[src/rtl/event_uart_tx.sv]
// Event/score packet transmitter: a small event FIFO and a score-request flag feed a
// 3-byte-packet 8N1 serialiser. Score packets take priority over queued events.
module event_uart_tx #(
  parameter int unsigned BIT_TICKS  = 434,
  parameter int unsigned FIFO_DEPTH = 4
) (
  input  logic        CLOCK50M,
  input  logic        RESET_N,
  input  logic        ev_valid,
  input  logic [17:0] ev_data,
  output logic        ev_ready,
  input  logic [10:0] score,
  input  logic        score_req,
  output logic        uart_txd,
  output logic        busy,
  output logic        overflow,
  output logic [2:0]  fifo_level
);

  localparam int unsigned TickW = (BIT_TICKS > 1) ? $clog2(BIT_TICKS) : 1;
  localparam int unsigned PtrW  = (FIFO_DEPTH > 1) ? $clog2(FIFO_DEPTH) : 1;
  localparam logic [TickW-1:0] LastTick  = TickW'(BIT_TICKS - 1);
  localparam logic [PtrW-1:0]  LastPtr   = PtrW'(FIFO_DEPTH - 1);
  localparam logic [2:0]       FullLevel = 3'(FIFO_DEPTH);

  typedef enum logic [1:0] {StIdle, StStart, StData, StStop} state_e;

  state_e             state_q, state_d;
  logic [TickW-1:0]   tick_q, tick_d;
  logic [2:0]         bit_q, bit_d;
  logic [1:0]         byte_q, byte_d;
  logic [23:0]        pkt_q, pkt_d;
  logic               txd_q, txd_d;
  logic               pend_q, pend_d;
  logic               ovf_q, ovf_d;
  logic [2:0]         count_q, count_d;
  logic [PtrW-1:0]    wr_ptr_q, wr_ptr_d;
  logic [PtrW-1:0]    rd_ptr_q, rd_ptr_d;
  logic [17:0]        mem_q [FIFO_DEPTH];

  logic        full, push, pop, launch, tick_end;
  logic [17:0] head;
  logic [23:0] ev_pkt, sc_pkt;
  logic [7:0]  cur_byte;

  function automatic logic [PtrW-1:0] ptr_inc(input logic [PtrW-1:0] p);
    return (p == LastPtr) ? '0 : p + 1'b1;
  endfunction

  assign full     = (count_q == FullLevel);
  assign push     = ev_valid && !full;
  assign launch   = (state_q == StIdle) && (pend_q || (count_q != 3'd0));
  // A launch serves the score request first; only otherwise does it consume the FIFO head.
  assign pop      = launch && !pend_q;
  assign tick_end = (tick_q == LastTick);
  assign head     = mem_q[rd_ptr_q];

  // head = {ts[9:0], keys[7:0]}
  assign ev_pkt = {2'b10, head[17:12], 2'b00, head[11:8], head[7:6], 2'b00, head[5:0]};
  assign sc_pkt = {2'b11, 3'b000, score[10:8], 2'b00, score[7:2], 2'b00, score[1:0], 4'b0000};

  // FIFO bookkeeping, score-pending flag and sticky overflow.
  always_comb begin
    count_d  = count_q;
    wr_ptr_d = wr_ptr_q;
    rd_ptr_d = rd_ptr_q;
    if (push && !pop) begin
      count_d = count_q + 3'd1;
    end else if (!push && pop) begin
      count_d = count_q - 3'd1;
    end
    if (push) wr_ptr_d = ptr_inc(wr_ptr_q);
    if (pop)  rd_ptr_d = ptr_inc(rd_ptr_q);
    // A request in the launch cycle of a score packet re-arms the flag for one more packet.
    pend_d = score_req || (pend_q && !launch);
    ovf_d  = ovf_q || (ev_valid && full);
  end

  // Bit/byte sequencer: IDLE -> (START -> DATA x8 -> STOP) x3 -> IDLE.
  always_comb begin
    state_d = state_q;
    tick_d  = tick_q;
    bit_d   = bit_q;
    byte_d  = byte_q;
    pkt_d   = pkt_q;
    unique case (state_q)
      StIdle: begin
        if (launch) begin
          state_d = StStart;
          tick_d  = '0;
          bit_d   = '0;
          byte_d  = '0;
          pkt_d   = pend_q ? sc_pkt : ev_pkt;
        end
      end
      StStart: begin
        if (tick_end) begin
          state_d = StData;
          tick_d  = '0;
          bit_d   = '0;
        end else begin
          tick_d = tick_q + 1'b1;
        end
      end
      StData: begin
        if (tick_end) begin
          tick_d = '0;
          if (bit_q == 3'd7) begin
            state_d = StStop;
          end else begin
            bit_d = bit_q + 3'd1;
          end
        end else begin
          tick_d = tick_q + 1'b1;
        end
      end
      StStop: begin
        if (tick_end) begin
          tick_d = '0;
          if (byte_q == 2'd2) begin
            state_d = StIdle;
          end else begin
            byte_d  = byte_q + 2'd1;
            state_d = StStart;
          end
        end else begin
          tick_d = tick_q + 1'b1;
        end
      end
      default: state_d = StIdle;
    endcase
  end

  // Line level is decoded from the next state so the register output lines up with it.
  always_comb begin
    cur_byte = pkt_d[7:0];
    txd_d    = 1'b1;
    unique case (byte_d)
      2'd0:    cur_byte = pkt_d[23:16];
      2'd1:    cur_byte = pkt_d[15:8];
      default: cur_byte = pkt_d[7:0];
    endcase
    unique case (state_d)
      StStart: txd_d = 1'b0;
      StData:  txd_d = cur_byte[bit_d];
      default: txd_d = 1'b1;
    endcase
  end

  // State registers with synchronous active-low reset.
  always_ff @(posedge CLOCK50M) begin
    if (!RESET_N) begin
      state_q  <= StIdle;
      tick_q   <= '0;
      bit_q    <= '0;
      byte_q   <= '0;
      pkt_q    <= '0;
      txd_q    <= 1'b1;
      pend_q   <= 1'b0;
      ovf_q    <= 1'b0;
      count_q  <= '0;
      wr_ptr_q <= '0;
      rd_ptr_q <= '0;
    end else begin
      state_q  <= state_d;
      tick_q   <= tick_d;
      bit_q    <= bit_d;
      byte_q   <= byte_d;
      pkt_q    <= pkt_d;
      txd_q    <= txd_d;
      pend_q   <= pend_d;
      ovf_q    <= ovf_d;
      count_q  <= count_d;
      wr_ptr_q <= wr_ptr_d;
      rd_ptr_q <= rd_ptr_d;
    end
  end

  // FIFO storage; contents are meaningless while the count is zero, so no reset.
  always_ff @(posedge CLOCK50M) begin
    if (push) mem_q[wr_ptr_q] <= ev_data;
  end

  assign uart_txd   = txd_q;
  assign busy       = (state_q != StIdle) || launch;
  assign overflow   = ovf_q;
  assign fifo_level = count_q;
  assign ev_ready   = !full;

endmodule
[config.mk]
export PLATFORM = sky130hd
export DESIGN_NAME = event_uart_tx
export DESIGN_NICKNAME = d
export VERILOG_FILES = /design/src/rtl/event_uart_tx.sv
export SDC_FILE = /design/constraint.sdc
export NUM_CORES = 1
export LEC_CHECK = 0
export ABC_AREA = 0
export CORE_AREA = 2 2 133 135
export CTS_CLUSTER_DIAMETER = 30
export DETAILED_ROUTE_END_ITERATION = 16
export DIE_AREA = 0 0 135 137
export PLACE_DENSITY_LB_ADDON = 0.3
export SYNTH_ARGS = -nofsm -noshare
export SYNTH_HDL_FRONTEND = slang
export SYNTH_SLANG_ARGS = --single-unit
[constraint.sdc]
create_clock -name CLOCK50M -period 8.3 [get_ports CLOCK50M]
set_input_delay 1.245 -clock CLOCK50M [delete_from_list [all_inputs] [get_ports CLOCK50M]]
set_output_delay 1.245 -clock CLOCK50M [all_outputs]
set_load 0.005 [all_outputs]
Yosys cells after proc, flatten, opt, wreduce, memory -nomap -nowiden
Memories as Yosys holds them, arrays and structs flattened. A register that Yosys moved wholly into a read port is not among the register bits.
Cells that the tools add are included.
- flip-flop bits (word level): 50
- memory bits (writable): 72
- input port bits: 33
- output and inout bits: 7
- word-level logic and storage cells: 89
- memories kept: 1
- add/subtract/negate cells: 7
- order comparisons: 1
- equal/unequal tests: 13
- multiplexer cells: 34
- reduce and logical (&&, ||, !) cells: 22
- memories (memory ; depth ; bits a word ; rd ports ; clocked after memory_dff ; wr ports ; RTL line ; source):
    mem_q ; 4 ; 18 ; 1 ; 1 ; 1 ; 39 ; logic [17:0] mem_q [FIFO_DEPTH];
- operators with widths (kind ; number):
    $mux W24 ; 2
    $mux W2 ; 12
    $mux W23 ; 1
    $mux W3 ; 6
    $mux W9 ; 2
    $pmux W9 S2 ; 1
    $pmux W8 S2 ; 1
    $eq A2 B2 Y1 const B ; 6
    $add A9 B1 Y9 const B ; 1
    $eq A9 B9 Y1 const B ; 1
    $pmux W3 S3 ; 1
    $pmux W2 S4 ; 1
    $logic_and A1 B1 Y1 ; 7
    $add A2 B1 Y2 const B ; 3
    $add A3 B1 Y3 const B ; 2
    $eq A2 B1 Y1 const B ; 3
    $eq A3 B3 Y1 const B ; 2
    $logic_not A1 Y1 ; 5
    $logic_not A2 Y1 ; 2
    $logic_or A1 B1 Y1 ; 4
    $lt A3 B4 Y1 const B ; 1
    $mux W1 ; 4
    $pmux W2 S2 ; 1
    $reduce_bool A2 Y1 ; 2
    other kinds (6) ; 6

Longest topological paths before layout
Gate-level depths: netlist of the first run.
- word-level depth: 10
- depth in mapped cells: 12

Worst setup path before layout of the first run
OpenSTA, ideal clock, no wires.
- path type: reg2reg
- start: reg count_q[0], in the netlist fifo_level[0]
- end: reg count_q[2], in the netlist fifo_level[2]
- setup time: 0.071 ns
- data arrival time: 2.647 ns
- slack: 5.583 ns
- stages on the path, launching flop included: 10
- path buffers: 0
- period minus slack after synthesis: 2.717 ns
- cells stage by stage: dfxtp_1 > o41ai_2 > nor2_1 > inv_1 > ha_1 > inv_1 > fa_1 > xor2_1 > or3_1 > a21oi_1
- cells in the longest elaborated chain, start to end: 7
- elaborated cells between the ends (all ways): 16
- classes of those cells: add/sub: 2; eq/ne: 1; mux: 2; reduce/logical: 11
- RTL lines (item ; RTL line ; source):
    from (decl) ; 36 ; logic [2:0] count_q, count_d;
    from (signal assigned) ; 173 ; count_q <= count_d;
    parallel branches: the longest is 7 deep, another holds $sub A3 B1 Y3 ; n/a ;
Several ways; the timed one is not identified. The select of a mux whose other input is x is not followed.
A chain may end at the register's enable or synchronous reset.

Worst setup path in the final report of the first run
- start: reg pend_q
- end: out busy
- cells in the longest elaborated chain, start to end: 3
- RTL lines (item ; RTL line ; source):
    from (decl) ; 34 ; logic pend_q, pend_d;
    from (signal assigned) ; 171 ; pend_q <= pend_d;
    $logic_or A1 B1 Y1 ; 52 ; assign launch = (state_q == StIdle) && (pend_q || (count_q != 3'd0));
    $logic_and A1 B1 Y1 ; 52 ;
    $logic_or A1 B1 Y1 ; 185 ; assign busy = (state_q != StIdle) || launch;
    to (decl) ; 15 ; output logic busy,
No other way between the ends.

==> summary by stage, run 1 <==
Route
In this run the remaining antenna-violating nets after routing total 0. The average via count per standard cell is 4.82. Dividing the detail-routed wire length by the instance count gives 15.2 um. The first routing iteration left 151 violations. The number of iterations in the first detailed-routing pass is 5. The total number of vias is 3,401. The DRC violations left is 0. For this block, the routed nets add up to 10,800 um of wire.

Timing
The worst slew slack as a fraction of its limit is 27.9%. The number of failing hold endpoints at the final stage is 0. The worst-case setup margin in the final layout is 4.68 ns. At the pin with the least slew margin, the transition time is 1.08 ns.

The final critical path time including I/O delays and setup is 3.62 ns. Setup violations remaining at the end of the flow were counted as 0. For the final database, setup skew stands at 0.00709 ns. Summed over all failing endpoints, the final setup total negative slack is 0 ns. The maximum frequency from static timing analysis is 276 MHz.

Setup repair after global routing left no endpoint under its margin. The final number of max-transition violations is 0. The worst path uses 43.6% of the clock period.

Setup path
Tracing the worst setup path back leads to its startpoint at pend_q$_SDFF_PN0_. The type of element capturing the critical path is an output pin. Along the worst path, the maximum fanout reaches 12. The element type at the critical path start is a flip-flop. In this run the critical register-to-register path is launched from state_q[1]$_SDFF_PN0_.

The register-to-register setup slack is 5.15 ns. The setup path with the least slack is of type reg2out. STA puts the critical path data arrival time at 2.37 ns. For the worst flop-to-flop path, the logic depth is 12. The required time of the worst setup path is 7.05 ns. The worst register-to-register path ends at fifo_level[2]$_SDFFE_PN0P_.

Yosys
The count of flip-flops with a built-in enable after synthesis is 72. The count of different cell masters after synthesis is 54. The cell area that synthesis handed to floorplanning was 5370 um^2. The mean instance size in the synthesized netlist is 12.6 um^2. After Yosys synthesis, XOR and XNOR cells account for 0.326% of the synthesized area.

The count of state elements after synthesis is 124. Among all flip-flop cells after synthesis, the most frequent one is edfxtp_1. The area share of and/or/nand/nor cells after synthesis is 11.1%. The net count of the mapped netlist is 474. After synthesis, flip-flops and latches occupy 59.7% of the total area.

Synthesis handed over a netlist of 425 instances. After Yosys synthesis, full adders, half adders and majority gates account for 3.87% of the synthesized area. Summing the areas of all compound-gate instances in the mapped netlist gives 9.63% of the synthesized area. The post-synthesis mux area share is 12.6%. The Yosys warning count is 0. Counting flops with an async set or reset pin after synthesis yields a share of 0%.

By area, the combinational part of the netlist is dominated by multiplexers.

Cells and area
The multi-input combinational cells in the finished layout cover a total of 2030 um^2. The finished cells cover 6550 um^2. The library cell used most frequently in the layout, excluding fill and tap cells, is edfxtp_1.

The number of diodes added for antenna fixing is 0. The share of final-layout standard cells stronger than drive strength 1 is 12.5%. Across the whole layout, storage elements account for 3200 um^2.

The relative area change from synthesis to final layout is 22.0%. The total of fill cells in the finished design is 1,670. Once layout is complete, the cells apart from fillers number 706. In the layout the commonest cells are 72 x edfxtp_1, 55 x nor2_1, 52 x dfxtp_1. The final net count is 517.

GRT
The number of antenna violations at the first check in global routing was 0. The met2 routing resource usage after global routing is 20.8%. The fraction of met1 tracks used by global routing is 15.2%.

In the global route stage, overall resource usage came out at 12.4%. The sum of overflow across all layers after global routing is 0. The global routing stage identified its most utilized layer as met2. The number of global-route vias before repair is 3,364. The met3 demand-to-capacity share in global routing is 3.70%. The wire length of the first global-routing pass is 17,300 um. Entering global routing, the biggest net connects 41 pins.

Clock tree
TritonCTS built the clock tree. The clock-pin slew on the worst setup and hold paths is 0.05 ns. After clock tree synthesis, the repair step resized 0 gates. The post-CTS setup buffer count is 0. The number of hold buffers added after CTS was 0. The CTS buffer count is 17. The tree is rooted in a clkbuf_16. The insertion delay to the later sink of the worst-skew pair is 0.40 ns.

The CTS sink count is 124. The clock passes through at most 2 buffers. The H-tree was split into 4 levels.

Placement
In this run the tool buffered the top-level ports with 39 buffer cells. The number of placed cells counting well taps is 674. The post-detailed-placement half-perimeter wirelength is 7120 um. Timing analysis after detailed placement gives a worst setup slack of 4.97 ns. After detailed placement, the total cell area comes to 5990 um^2. Routability-driven placement finished with a final weighted congestion of 0.743.

Floorplan
Measured along the y axis, the die boundary spans 137 um. The total I/O pin count is 40. The initial utilization of the core area, before any placement, comes to 31.5%. In this run the standard cell core region covers 17,100 um^2.

The die covers 18,500 um^2. In this run the horizontal extent of the chip is 135 um. The row count is 48.

Power and ir drop
The leakage power summed over all cells is 2.46 nW. IR analysis of the VDD net gives a maximum drop of 163 uV. For this design the ratio of total power to cell area is 299 nW/um^2. The completed layout was analyzed and its total power is 1.96 mW.

Min path
The critical hold path startpoint is overflow$_SDFF_PN0_. The tightest min-delay check is of the reg2reg type. The worst hold path terminates at overflow$_SDFF_PN0_. The worst hold path depth is 2.

Run
The max-cap check violation count is 0.

Run status
The run finished with clean final reports.
## worst max-delay path by stage
stage	end	slack [ns]	depth (start not counted)
2_1_floorplan	fifo_level[2]$_SDFFE_PN0P_	5.58	9
3_3_place_gp	fifo_level[2]$_SDFFE_PN0P_	5.03	9
3_5_place_dp	fifo_level[2]$_SDFFE_PN0P_	4.97	9
4_1_cts	busy	4.64	4
5_1_grt	busy	4.40	4
6_report	busy	4.68	4
## routing by layer
metal	vias up	wire length [um]
li1	1676	-
met1	1649	4880
met2	65	5340
met3	11	413
met4	0	123
met5	-	0
## power by group
| part | total (mW) | switching [mW] | internal (mW) |
|---|---|---|---|
| Combinational | 0.486 | 0.267 | 0.219 |
| Clock | 0.688 | 0.251 | 0.436 |
| Sequential | 0.786 | 0.0442 | 0.742 |
## cell usage after synthesis, types with 4 or more instances
| library cell | n | area [um^2] |
|---|---|---|
| inv_1 | 15 | 56.3 |
| a22oi_1 | 9 | 67.6 |
| nand3_1 | 6 | 30.0 |
| o221ai_1 | 7 | 61.3 |
| ha_1 | 15 | 188 |
| a21oi_1 | 14 | 70.1 |
| nor3_1 | 4 | 20.0 |
| and2_1 | 4 | 25.0 |
| nand2_1 | 27 | 101 |
| o21ai_0 | 16 | 80.1 |
| dfxtp_1 | 52 | 1040 |
| mux4_2 | 11 | 248 |
| and3_1 | 13 | 81.3 |
| buf_2 | 4 | 20.0 |
| mux2i_1 | 35 | 350 |
| edfxtp_1 | 72 | 2160 |
| nor2_1 | 55 | 206 |
| clkbuf_1 | 10 | 37.5 |
| mux2_2 | 7 | 78.8 |
## critical path, stage by stage, from the launching register on
cell and delay [ns]:
dfxtp_1 0.42, buf_4 0.24, nor4_1 0.41, nand2_1 0.37, clkdlybuf4s50_1 0.54
## per-stage QoR
| step | hold slack, ns | util (%) |
|---|---|---|
| final | 0.469 | 38.4 |
| after global routing | 0.500 | 38.4 |
| after CTS | 0.471 | 38.4 |
| after detailed placement | 0.459 | 35.1 |
| after global placement | 0.446 | 35.1 |
| after floorplan | 0.426 | - |
## cells by family after synthesis
logic type	Yosys count
AND/OR/NAND/NOR	126
flip-flops	124
AO/OA/AOI/OAI	70
multiplexers	53
buffers and inverters	34
adder cells (fa/ha/maj)	16
XOR/XNOR	2
## final cells by class
| cell class | instances | share of cell area [%] |
|---|---|---|
| flip-flops and latches | 124 | 48.9 |
| well taps | 225 | 4.30 |
| multi-input cells | 267 | 30.9 |
| repair buffers | 43 | 6.42 |
| inverters | 15 | 0.860 |
| clock inverters | 13 | 1.93 |
| clock buffers | 19 | 6.61 |
## sequential cells by signal (all words and copies together), names as in the netlist, named ones only
signal,count
mem_q,72
tick_q,9
pend_q,1
wr_ptr_q,2
byte_q,2
state_q,2
uart_txd,1
pkt_q,24
overflow,1
rd_ptr_q,2
bit_q,3
fifo_level,3
Power figures use the tool's default switching activity.
==> run 2, diff against run 1 <==
- clock period: 8.3 -> 3.48 ns (I/O delays scaled with it)
==> summary by stage, run 2 (synthesized netlist as in run 1, its figures left out) <==
Run status
The flow ran to the end, and the final reports show no timing, DRC or antenna violations.

Min path
The worst hold path depth is 2. The path with the worst hold slack has its endpoint at pkt_q[23]$_SDFF_PN0_. The critical hold path startpoint is pkt_q[23]$_SDFF_PN0_.

The type of the most critical hold path is reg2reg.

Timing
Setup repair after global routing left no endpoint under its margin. Setup violations remaining at the end of the flow were counted as 0. For the pin with the worst max-slew slack, the measured transition is 0.640 ns.

In the final timing run, aggregate negative setup slack is 0 ns. Derived from the worst setup path, the maximum achievable clock frequency is 360 MHz. Clock skew on the completed layout was measured at 0.0104 ns. Headroom to the max-slew limit came out at 56.9%. The share of the clock period used by the worst path after layout is 79.9%. The number of failing hold endpoints at the final stage is 0. Hold is met by 0.452 ns. The final number of max-transition violations is 0. The worst-case setup margin in the final layout is 0.700 ns. The clock period could shrink to 2.78 ns.

Placement
The pre-CTS worst setup slack is 0.783 ns. The post-detailed-placement half-perimeter wirelength is 7220 um. The final weighted congestion in routability-driven placement is 0.763. The number of input and output port buffers inserted is 39.

GRT
The met2 routing resource usage after global routing is 20.1%. In the global route stage, met3 resource usage came out at 3.93%. The sum of overflow across all layers after global routing is 0. The largest net degree at the start of global routing is 41. In this run the most used layer during global routing was met2.

The number of antenna violations at the first check in global routing is 0. The number of global-route vias before repair is 3,490. The overall routing resource usage is 12.3%. The fraction of met1 tracks used by global routing is 14.9%. The wire length of the first global-routing pass is 17,200 um.

Clock tree
The insertion delay to the later sink of the worst-skew pair is 0.41 ns. Counting along the longest clock path gives a buffer depth of 2. The CTS root buffer is clkbuf_16. The post-CTS setup buffer count is 0. The CTS tree is yes. The number of H-tree levels is 4. The clock-pin slew on the worst setup and hold paths is 0.06 ns. In this run, post-CTS hold repair placed 0 buffers.

The CTS buffer count is 17. The clock drives 124 sinks. The post-cts repair resize count is 0.

Cells and area
The number of flip-flops under the largest register name is 72. The final net count is 524. Leaving out fill and tap cells, the most frequent cells in the layout are 72 x edfxtp_1, 55 x nor2_1, 52 x dfxtp_1. Leaving out fill and tap cells, the most frequent cell in the layout is edfxtp_1. The largest registers in the layout are mem_q: 72 flops, pkt_q: 24 flops, tick_q: 9 flops.

The relative area change from synthesis to final layout is 23.1%. The final design utilization is 38.7%. The largest register by flop count is mem_q. The number of diodes added for antenna fixing is 0. The share of final-layout standard cells stronger than drive strength 1 is 15.0%.

Floorplan
During I/O placement, the number of pins put on the boundary was 40. The area of the core is 17,100 um^2. The row count is 48. The width of the die is 135 um. The floorplan die height is 137 um. The floorplan die area is 18,500 um^2.

The starting density of the core is 31.5%.

Route
In the routed design, unresolved DRC markers number 0. Dividing the detail-routed wire length by the instance count gives 15.1 um. The routed layout has 3,465 vias. The remaining antenna violation count after routing is 0. The average via count per standard cell is 4.86. The wire length reported by the detailed router is 10,800 um. The number of iterations in the first detailed-routing pass is 4. The first routing iteration left 166 violations.

Setup path
Walking the worst path, the cells encountered are nor4_1 > nand2_1 > buf_4 > clkdlybuf4s50_1. The reg-to-reg endpoint is uart_txd$_SDFF_PN1_. The worst setup path is launched from a flip-flop. The depth of the worst register-to-register path is 8. The critical setup path kind is reg2out. The slowest cell on the critical path is nor4_1. The number of buffers and inverters on the critical path is 2. The largest driver fanout on the critical path is 11. The register-to-register setup slack is 0.76 ns. The required time of the worst setup path is 2.96 ns.

STA classifies the critical path endpoint as an output pin. For this run, the slowest stage of the critical path takes 0.62 ns. At the worst endpoint, the arrival time is 2.26 ns. The startpoint identified for the worst register-to-register timing path is fifo_level[0]$_SDFFE_PN0P_.

The kind of cell adding the most delay to the critical path is simple AND/OR/NAND/NOR gates.

Run
The max-cap check violation count is 0.

Power and ir drop
Total power for the finished layout comes to 4.69 mW. The analysis attributes to cell leakage a power of 2.51 nW. The power density over the cells is 711 nW/um^2. The worst-case vdd ir drop is 336 uV.
==> run 2: cell types whose count changed in the layout (fill, tap and decap cells not counted) <==
cell / previous run / this run
clkbuf_16: 17 / 18
inv_4: 0 / 1
bufinv_16: 2 / 0
clkinv_1: 4 / 0
inv_6: 0 / 2
buf_4: 4 / 11
clkinv_2: 1 / 3
clkbuf_1: 2 / 0
clkbuf_8: 0 / 2
==> run 2: per-stage QoR <==
step                instances  instance area [um^2]
floorplan                 425                  5370
global placement          681                  6040
detailed placement        681                  6040
CTS                       713                  6600
global route              713                  6600
finish                    713                  6600
==> run 2: layout make-up <==
cell class	instances	area [um^2]
clock buffer	20	478
clock inverter	12	85.1
fill	1635	10500
inverter	15	56.3
multi-input combinational	267	2030
sequential	124	3200
tap	225	282
timing repair buffer	50	473
==> run 2: worst register-to-register path: stages (launching register included) <==
cell and delay (ns):
dfxtp_1 0.42, nor4_1 0.62, a21oi_1 0.21, o221a_2 0.43
nor3_1 0.30, nor4_1 0.10, a2111oi_2 0.33, a21oi_1 0.08
a31oi_1 0.16
==> run 2: worst max-delay path by stage <==
stage,from,to,depth (start not counted)
6_report,fifo_level[0]$_SDFFE_PN0P_,busy,4
5_1_grt,fifo_level[0]$_SDFFE_PN0P_,uart_txd$_SDFF_PN1_,8
4_1_cts,fifo_level[0]$_SDFFE_PN0P_,busy,4
3_5_place_dp,tick_q[2]$_SDFFE_PN0P_,uart_txd$_SDFF_PN1_,8
3_3_place_gp,tick_q[2]$_SDFFE_PN0P_,uart_txd$_SDFF_PN1_,8
2_1_floorplan,fifo_level[0]$_SDFFE_PN0P_,fifo_level[2]$_SDFFE_PN0P_,9
==> run 2: metal layers <==
metal / vias to the layer above / share of wire, %
li1: 1687 / -
met1: 1697 / 46
met2: 68 / 49
met3: 13 / 4.0
met4: 0 / 1.1
met5: - / 0
==> run 2: power by group <==
| group | switching (mW) | leakage [nW] | internal (mW) | total, mW |
|---|---|---|---|---|
| logic | 0.619 | 1.16 | 0.550 | 1.17 |
| registers | 0.127 | 1.08 | 1.77 | 1.89 |
| clock network | 0.640 | 0.266 | 0.990 | 1.63 |
